==> config.mk <==
export PLATFORM = sky130hd
export DESIGN_NAME = player_shot
export DESIGN_NICKNAME = d
export VERILOG_FILES = /design/src/rtl/player_shot.sv
export SDC_FILE = /design/constraint.sdc
export NUM_CORES = 1
export LEC_CHECK = 0
export CAP_MARGIN = 20
export CORE_MARGIN = 5
export CORE_UTILIZATION = 52
export DETAILED_ROUTE_END_ITERATION = 16
export MAX_ROUTING_LAYER = met4
export PLACE_DENSITY = 0.82
export SYNTH_ARGS = -nofsm -noshare
export SYNTH_HDL_FRONTEND = slang
export SYNTH_SLANG_ARGS = --single-unit
==> constraint.sdc <==
create_clock -name clk -period 7.48 [get_ports clk]
set_input_delay 0.748 -clock clk [delete_from_list [all_inputs] [get_ports clk]]
set_output_delay 0.748 -clock clk [all_outputs]
set_load 0.02 [all_outputs]
==> src/rtl/player_shot.sv <==
// Player projectile: fire-button launch, upward flight on a divided tick, enemy hit detection and pixel render.
// Build macro PLAYER_SHOT_FLASH_EN: the enemy box flashes red while in HIT (otherwise HIT lasts one cycle).
module player_shot #(
    parameter int MOVE_DIV    = 250000,
    parameter int STEP        = 2,
    parameter int Y_TOP       = 3,
    parameter int SHOT_W      = 2,
    parameter int SHOT_LEN    = 16,
    parameter int ENEMY_W     = 32,
    parameter int ENEMY_H     = 24,
    parameter int FLASH_TICKS = 8,
    parameter int COOL_TICKS  = 4
) (
    input  logic        clk,
    input  logic        reset,
    input  logic        btn_fire,
    input  logic [10:0] posX_player,
    input  logic [10:0] posY_player,
    input  logic [10:0] posX_enemy,
    input  logic [10:0] posY_enemy,
    input  logic [9:0]  h_counter,
    input  logic [9:0]  v_counter,
    output logic [10:0] posX_shot,
    output logic [10:0] posY_shot,
    output logic        shot_active,
    output logic        hit,
    output logic [7:0]  R,
    output logic [7:0]  G,
    output logic [7:0]  B,
    output logic [1:0]  dbg_state
);

    localparam int CW   = (MOVE_DIV > 1) ? $clog2(MOVE_DIV) : 1;
    localparam int PMAX = (FLASH_TICKS > COOL_TICKS) ? FLASH_TICKS : COOL_TICKS;
    localparam int PW   = (PMAX > 1) ? $clog2(PMAX) : 1;

    typedef enum logic [1:0] {
        IDLE     = 2'd0,
        FLYING   = 2'd1,
        HIT      = 2'd2,
        COOLDOWN = 2'd3
    } state_t;

    state_t        state, state_n;
    logic [CW-1:0] cnt;
    logic          tick;
    logic [PW-1:0] phase, phase_n;
    logic [10:0]   x_q, y_q, x_n, y_n;
    logic          hit_n;
    logic [23:0]   rgb_n;

    logic          s1, s2, s3;
    logic [1:0]    vld;
    logic          armed;
    logic          fire_rise;

    // armed only after a genuine low level has been seen post-reset, so a
    // button held through reset release cannot masquerade as a new press
    always_ff @(posedge clk or posedge reset) begin
        if (reset) begin
            s1    <= 1'b0;
            s2    <= 1'b0;
            s3    <= 1'b0;
            vld   <= 2'b00;
            armed <= 1'b0;
        end else begin
            s1    <= btn_fire;
            s2    <= s1;
            s3    <= s2;
            vld   <= {vld[0], 1'b1};
            armed <= armed | (vld[1] & ~s2);
        end
    end

    assign fire_rise = s2 & ~s3 & armed;

    always_ff @(posedge clk or posedge reset) begin
        if (reset) begin
            cnt <= '0;
        end else if (tick) begin
            cnt <= '0;
        end else begin
            cnt <= cnt + 1'b1;
        end
    end

    assign tick = (cnt == CW'(MOVE_DIV - 1));

    logic [11:0] x12, y12, ex12, ey12, h12, v12;
    logic        overlap, in_shot, blank;

    assign x12  = {1'b0, x_q};
    assign y12  = {1'b0, y_q};
    assign ex12 = {1'b0, posX_enemy};
    assign ey12 = {1'b0, posY_enemy};
    assign h12  = {2'b00, h_counter};
    assign v12  = {2'b00, v_counter};

    assign overlap = (x12 < ex12 + 12'(ENEMY_W)) && (ex12 < x12 + 12'(SHOT_W)) &&
                     (y12 < ey12 + 12'(ENEMY_H)) && (ey12 < y12 + 12'(SHOT_LEN));

    assign in_shot = (h12 >= x12) && (h12 < x12 + 12'(SHOT_W)) &&
                     (v12 >= y12) && (v12 < y12 + 12'(SHOT_LEN));

    assign blank = (v_counter <= 10'd2) || (h_counter <= 10'd96);

`ifdef PLAYER_SHOT_FLASH_EN
    logic in_enemy;
    assign in_enemy = (h12 >= ex12) && (h12 < ex12 + 12'(ENEMY_W)) &&
                      (v12 >= ey12) && (v12 < ey12 + 12'(ENEMY_H));
`endif

    always_comb begin
        state_n = state;
        x_n     = x_q;
        y_n     = y_q;
        phase_n = phase;
        hit_n   = 1'b0;
        case (state)
            IDLE: begin
                if (fire_rise && ({1'b0, posY_player} >= 12'(Y_TOP + SHOT_LEN))) begin
                    state_n = FLYING;
                    x_n     = posX_player;
                    y_n     = posY_player - 11'(SHOT_LEN);
                end
            end
            FLYING: begin
                // a hit takes precedence over a movement tick in the same cycle
                if (overlap) begin
                    hit_n   = 1'b1;
                    state_n = HIT;
                    phase_n = '0;
                end else if (tick) begin
                    if (y12 < 12'(Y_TOP + STEP)) begin
                        state_n = COOLDOWN;
                        y_n     = '0;
                        phase_n = '0;
                    end else begin
                        y_n = y_q - 11'(STEP);
                    end
                end
            end
            HIT: begin
`ifdef PLAYER_SHOT_FLASH_EN
                if (tick) begin
                    if (phase == PW'(FLASH_TICKS - 1)) begin
                        state_n = COOLDOWN;
                        y_n     = '0;
                        phase_n = '0;
                    end else begin
                        phase_n = phase + 1'b1;
                    end
                end
`else
                state_n = COOLDOWN;
                y_n     = '0;
                phase_n = '0;
`endif
            end
            COOLDOWN: begin
                if (tick) begin
                    if (phase == PW'(COOL_TICKS - 1)) begin
                        state_n = IDLE;
                        phase_n = '0;
                    end else begin
                        phase_n = phase + 1'b1;
                    end
                end
            end
            default: state_n = IDLE;
        endcase
    end

    always_comb begin
        rgb_n = 24'h000000;
        if (!blank) begin
            if (state == FLYING && in_shot) begin
                rgb_n = 24'hFFFF00;
            end
`ifdef PLAYER_SHOT_FLASH_EN
            else if (state == HIT && in_enemy && !phase[0]) begin
                rgb_n = 24'hFF0000;
            end
`endif
        end
    end

    always_ff @(posedge clk or posedge reset) begin
        if (reset) begin
            state       <= IDLE;
            x_q         <= '0;
            y_q         <= '0;
            phase       <= '0;
            hit         <= 1'b0;
            shot_active <= 1'b0;
            R           <= '0;
            G           <= '0;
            B           <= '0;
        end else begin
            state       <= state_n;
            x_q         <= x_n;
            y_q         <= y_n;
            phase       <= phase_n;
            hit         <= hit_n;
            shot_active <= (state_n == FLYING);
            {R, G, B}   <= rgb_n;
        end
    end

    assign posX_shot = x_q;
    assign posY_shot = y_q;
    assign dbg_state = state;

endmodule

==> qor.yml, run 1 <==
outcome:
  status: "completed"
detailed_routing:
  first_pass_iters: 5
  viasPerCell: 5.82
  drc: 0
  vias: 4695
  drtIter0Drc: 283
  routed_wirelength_mm: 13.7
  ant_nets: 0
  wl_per_cell_um: 16.9
layout:
  area_growth_pct: 22.7
  drive_gt1_share_pct: 7.27
  diodes: 0
  instances_no_fill: 807
  final_core_util_pct: 65.7
  nets: 826
cts:
  cts_num_sinks: 54
  post_cts_resized: 0
  cts.path.max_buffers: 2
  clk_pin_slew_ps: 110
  cts_max_level: 2
  post-cts-setup-buffers: 0
  clockRootBuffer: "clkbuf_8"
  holdBufCountCts: 0
  clk_latency_ps: 330
  cts_tree: "yes"
  cts_buffers: 5
worst_setup_path:
  endpoint_kind: "register"
  arrival_ps: 4490
  critPathLaunchType: "input port"
  rr_startpoint: "posY_shot[6]"
  critPathBufInv: 2
  path_class: "input port to register"
  r2r-end: "posY_shot[1]"
  crit_cells: 15
  slowest_delay_ps: 610
  reg2reg_setup_slack_ps: 3650
  critical_path.top_delay_family: "simple AND/OR/NAND/NOR gates"
  path_max_fanout: 12
  crit_slowest_cell: "o31ai_1"
  path_cells: "clkdlybuf4s50_1 > inv_1 > ha_1 > nor2_1 > and3_1 > xnor2_1 > ha_1 > nand4_1 > nor2_1 > o21ai_0 > o22ai_1 > o31ai_1 > nand4_2 > nand2_4 > mux2_2"
  r2r_cells: 10
  cp.required_ps: 7700
global_routing:
  grt_pass1_vias: 4844
  grt_pass1_wl_mm: 23.2
  antenna_found_initial: 0
  grt_usage_pct: 22.9
  grt_remaining_overflow: 0
  grt_start_max_net_pins: 55
sta:
  finalMaxSlewViolations: 0
  max_slew.worst_pin.slew_ps: 732
  rsz0062_at_grt: "no"
  finClkSkew_ps: 20.6
  max-slew-margin-rel_pct: 50.8
  final-hold-violation-count: 0
  fmax_mhz: 234
  setup_tns_ps: 0
  setup_viol: 0
  fin_crit_sh_pct: 57.1
  fin_crit_ps: 4270
hold_path:
  hold_start: "vld[0]"
  min_path_cells: 0
  whs_endpoint: "vld[1]"
  min_path_type: "register to register"
floorplan:
  dieHeight_um: 111
  io_pins: 117
  die_w_um: 111
  coreArea_um2: 9820
  start_util_pct: 53.5
  fp.dieArea_um2: 12200
  num_rows: 36
place:
  place_hpwl_mm: 11.1
  placed_cells: 799
  io_buffers: 108
  gp_congestion: 0.914
synth:
  synth_edf_count: 0
  synth_area_um2: 5250
  synth-main-ff-cell: "dfrtp_1"
  synthCells: 580
  async_flop_share_pct: 100
  ys_types: 73
  yosysSeqAreaShare_pct: 25.7
  yosysWarningCount: 0
  synth_area_per_cell_um2: 9.06
  synth_seq_cells: 54
pwr:
  p_leak_uw: 0.00282
  powerDensity_nw_per_um2: 99.7
  irDropWorstVdd_mv: 0.115
flow_run:
  cap_violations: 0
worst max path at each step:
stage | from | to | slack [ps]
after floorplan | posX_shot[6] | posY_shot[1] | 4140
after global placement | posY_enemy[3] | posY_shot[1] | 3130
after detailed placement | posY_enemy[3] | posY_shot[1] | 2890
after CTS | posY_enemy[3] | posY_shot[1] | 3230
after global routing | posY_enemy[3] | posY_shot[1] | 2910
final | posY_enemy[3] | posY_shot[1] | 3210
flip-flops by register name (all words and copies together), names as in the netlist:
name / cells
hit: 1
cnt: 18
vld: 2
s1: 1
s3: 1
phase: 3
posX_shot: 11
G: 1
posY_shot: 11
armed: 1
shot_active: 1
s2: 1
dbg_state: 2
where the power goes:
part / total [µW] / internal [µW] / switching, µW
clock: 209 / 102 / 107
sequential: 297 / 294 / 2.84
combinational: 137 / 69.5 / 67.8
routing by layer:
layer | vias to the layer above | routed length (µm) | global-route usage [%]
met4 | 0 | 316 | 7.06
met2 | 160 | 6720 | 38.7
met1 | 2244 | 5890 | 27.7
met3 | 24 | 731 | 4.16
met5 | - | 0 | -
li1 | 2267 | - | -
synth_stat cells, types with 8 or more instances:
cell / n / share of area, %
a21oi_1: 21 / 2.0
a31oi_1: 12 / 1.4
and3_1: 8 / 0.95
buf_4: 23 / 3.3
dfrtp_1: 54 / 26
ha_1: 86 / 20
inv_1: 48 / 3.4
mux2_2: 17 / 3.6
nand2_1: 42 / 3.0
nand3_1: 23 / 2.2
nor2_1: 36 / 2.6
nor3_1: 11 / 1.0
nor4_1: 8 / 0.95
o21ai_0: 22 / 2.1
xnor2_1: 27 / 4.5
xor2_1: 14 / 2.3
final cells by class:
class / count / area (µm²)
multi-input combinational: 453 / 3530
tap: 133 / 166
timing repair buffer: 110 / 1100
inverter: 49 / 184
fill: 835 / 3370
sequential: 54 / 1350
clock inverter: 3 / 48.8
clock buffer: 5 / 68.8
placed cells by master, fill, tap and decap left out, drive strengths merged, types with 12 or more instances in the layout:
cell           instances
clkdlybuf4s50        108
ha                    86
dfrtp                 54
inv                   49
nand2                 43
nor2                  37
xnor2                 28
nand3                 24
o21ai                 22
a21oi                 21
mux2                  17
xor2                  14
a31oi                 12
nor3                  12
through the flow:
step	hold WS, ps	instance area, µm²	worst slack, ps	total power (µW)
2_1_floorplan	331	5280	4140	375
6_report	361	6450	3210	643
4_1_cts	363	6450	3230	649
5_1_grt	392	6450	2910	673
3_5_place_dp	338	6330	2890	438
3_3_place_gp	334	6330	3130	432
logic make-up after synthesis:
group                      after synthesis  synth area share, %
DFF                                     54                 25.7
adders and majority gates               87                 20.7
and+or+nand+nor                        169                 17.4
xor gates and xnor gates                43                 7.57
muxes                                   19                 4.02
other                                    2                0.143
buffers and inverters                   80                 7.53
AOI/OAI and AO/OA                      126                 17.0
Note: power is estimated with default switching activity, not from simulation.
==> run 2: changes to the inputs <==
Clock period 7.48 ns to 4.4 ns, I/O delays scaled along.
==> run 2 against run 1 <==
Net effect: global-route usage fell by 0.59 points; worst hold slack got worse by 4.4 ps; combinational power increased by 69%; first-iteration DRC count fell by 6.4%; non-clock buffer count is 1 higher; via count decreased by 1.1%; total power increased by 70%; clock power rose by 71%; largest cell class unchanged; design area about the same; flip-flop and latch count is the same; register-to-register slack lost 3000 ps; sequential power grew 70%.
==> qor.yml, run 2 (synthesis results as in run 1) <==
outcome:
  status: "completed"
sta:
  finalMaxSlewViolations: 0
  setup_tns_ps: 0
  setup_viol: 0
  finClkSkew_ps: 13.1
  final-hold-violation-count: 0
  fmax_mhz: 264
  fin_crit_sh_pct: 86.2
  rsz0062_at_grt: "no"
  fin_crit_ps: 3790
  max-slew-margin-rel_pct: 61.4
  max_slew.worst_pin.slew_ps: 576
hold_path:
  min_path_type: "register to register"
cts:
  cts_buffers: 5
  post-cts-setup-buffers: 0
  cts_tree: "yes"
  clk_latency_ps: 330
  cts.path.max_buffers: 2
  cts_max_level: 2
  clockRootBuffer: "clkbuf_8"
  holdBufCountCts: 0
  cts_num_sinks: 54
  post_cts_resized: 0
  clk_pin_slew_ps: 110
floorplan:
  dieHeight_um: 111
  die_w_um: 111
  coreArea_um2: 9820
  start_util_pct: 53.5
  num_rows: 36
  io_pins: 117
  fp.dieArea_um2: 12200
worst_setup_path:
  path_cells: "inv_1 > nor3_1 > xnor2_1 > ha_1 > a2111oi_0 > a31oi_1 > nor3_4 > nand4_2 > nand2_4 > mux2_2"
  path_max_fanout: 12
  critPathBufInv: 1
  crit_slowest_cell: "dfrtp_1"
  arrival_ps: 4020
  critPathLaunchType: "register"
  endpoint_kind: "register"
  cp.required_ps: 4620
  slowest_delay_ps: 600
  critical_path.top_delay_family: "simple AND/OR/NAND/NOR gates"
  path_class: "register to register"
detailed_routing:
  routed_wirelength_mm: 13.5
  wl_per_cell_um: 16.7
  ant_nets: 0
  first_pass_iters: 5
  vias: 4645
  viasPerCell: 5.75
  drtIter0Drc: 265
  drc: 0
layout:
  largest_register_ffs: 18
  nets: 827
  instances_no_fill: 808
  layout_common_cells: "clkdlybuf4s50_1, ha_1, dfrtp_1"
  diodes: 0
  drive_gt1_share_pct: 7.41
  final.fill_count: 866
  top_register: "cnt"
  area_growth_pct: 22.8
  layout_commonest_cell: "clkdlybuf4s50_1"
pwr:
  irDropWorstVdd_mv: 0.140
  p_leak_uw: 0.00283
  powerDensity_nw_per_um2: 170
place:
  placed_cells: 800
  gp_congestion: 0.908
  place_hpwl_mm: 10.9
  io_buffers: 108
global_routing:
  grt_pass1_wl_mm: 22.5
  grt_remaining_overflow: 0
  grt_pass1_vias: 4631
  grt_start_max_net_pins: 31
  grt_usage_pct: 22.3
  antenna_found_initial: 0
flow_run:
  cap_violations: 0
run 2: cell count changes in the layout (fill, tap and decap cells not counted), sizes merged:
cell / before / now
buf: 2 / 3
clkinvlp: 1 / 0
clkinv: 1 / 2
run 2: power breakdown:
part | leakage [µW] | internal [µW] | switching (µW)
sequential | 0.000677 | 500 | 4.53
combinational | 0.00209 | 119 | 114
clock | 0.0000585 | 171 | 186
run 2: final cells by class:
class                      instances  area (µm²)  area share, %
multi-input combinational        453        3530           54.8
sequential                        54        1350           20.9
timing repair buffer             111        1100           17.1
inverter                          49         184           2.85
tap                              133         166           2.58
clock buffer                       5        68.8           1.07
clock inverter                     3        43.8          0.679
run 2: worst paths after layout:
| kind | from | to | slack [ps] | depth (start not counted) |
|---|---|---|---|---|
| setup / recovery | posY_shot[6] | posY_shot[1] | 610 | 10 |
| hold / removal | vld[0] | vld[1] | 360 | 0 |
| setup reg to reg | posY_shot[6] | posY_shot[1] | 610 | 10 |
| hold reg to reg | vld[0] | vld[1] | 360 | 0 |
| max in group asynchronous | reset | vld[0] | 3110 | 3 |
| min in group asynchronous | reset | posX_shot[5] | 480 | 2 |
run 2: per-stage QoR:
stage          util (%)  setup slack (ps)  hold WS (ps)  power (µW)  area, µm²
2_1_floorplan         -              1060           331         637       5280
3_3_place_gp       64.6               580           332         737       6340
3_5_place_dp       64.6               488           335         744       6340
4_1_cts            65.7               660           358        1100       6450
5_1_grt            65.7               356           371        1150       6450
6_report           65.7               606           356        1090       6450
run 2: routing by layer:
layer,vias to the layer above,part of all wire [%],GRT usage [%]
met5,-,0,-
met4,0,1.5,5.42
met3,16,5.1,4.32
met2,161,50,37.6
met1,2201,44,27.5
li1,2267,-,-
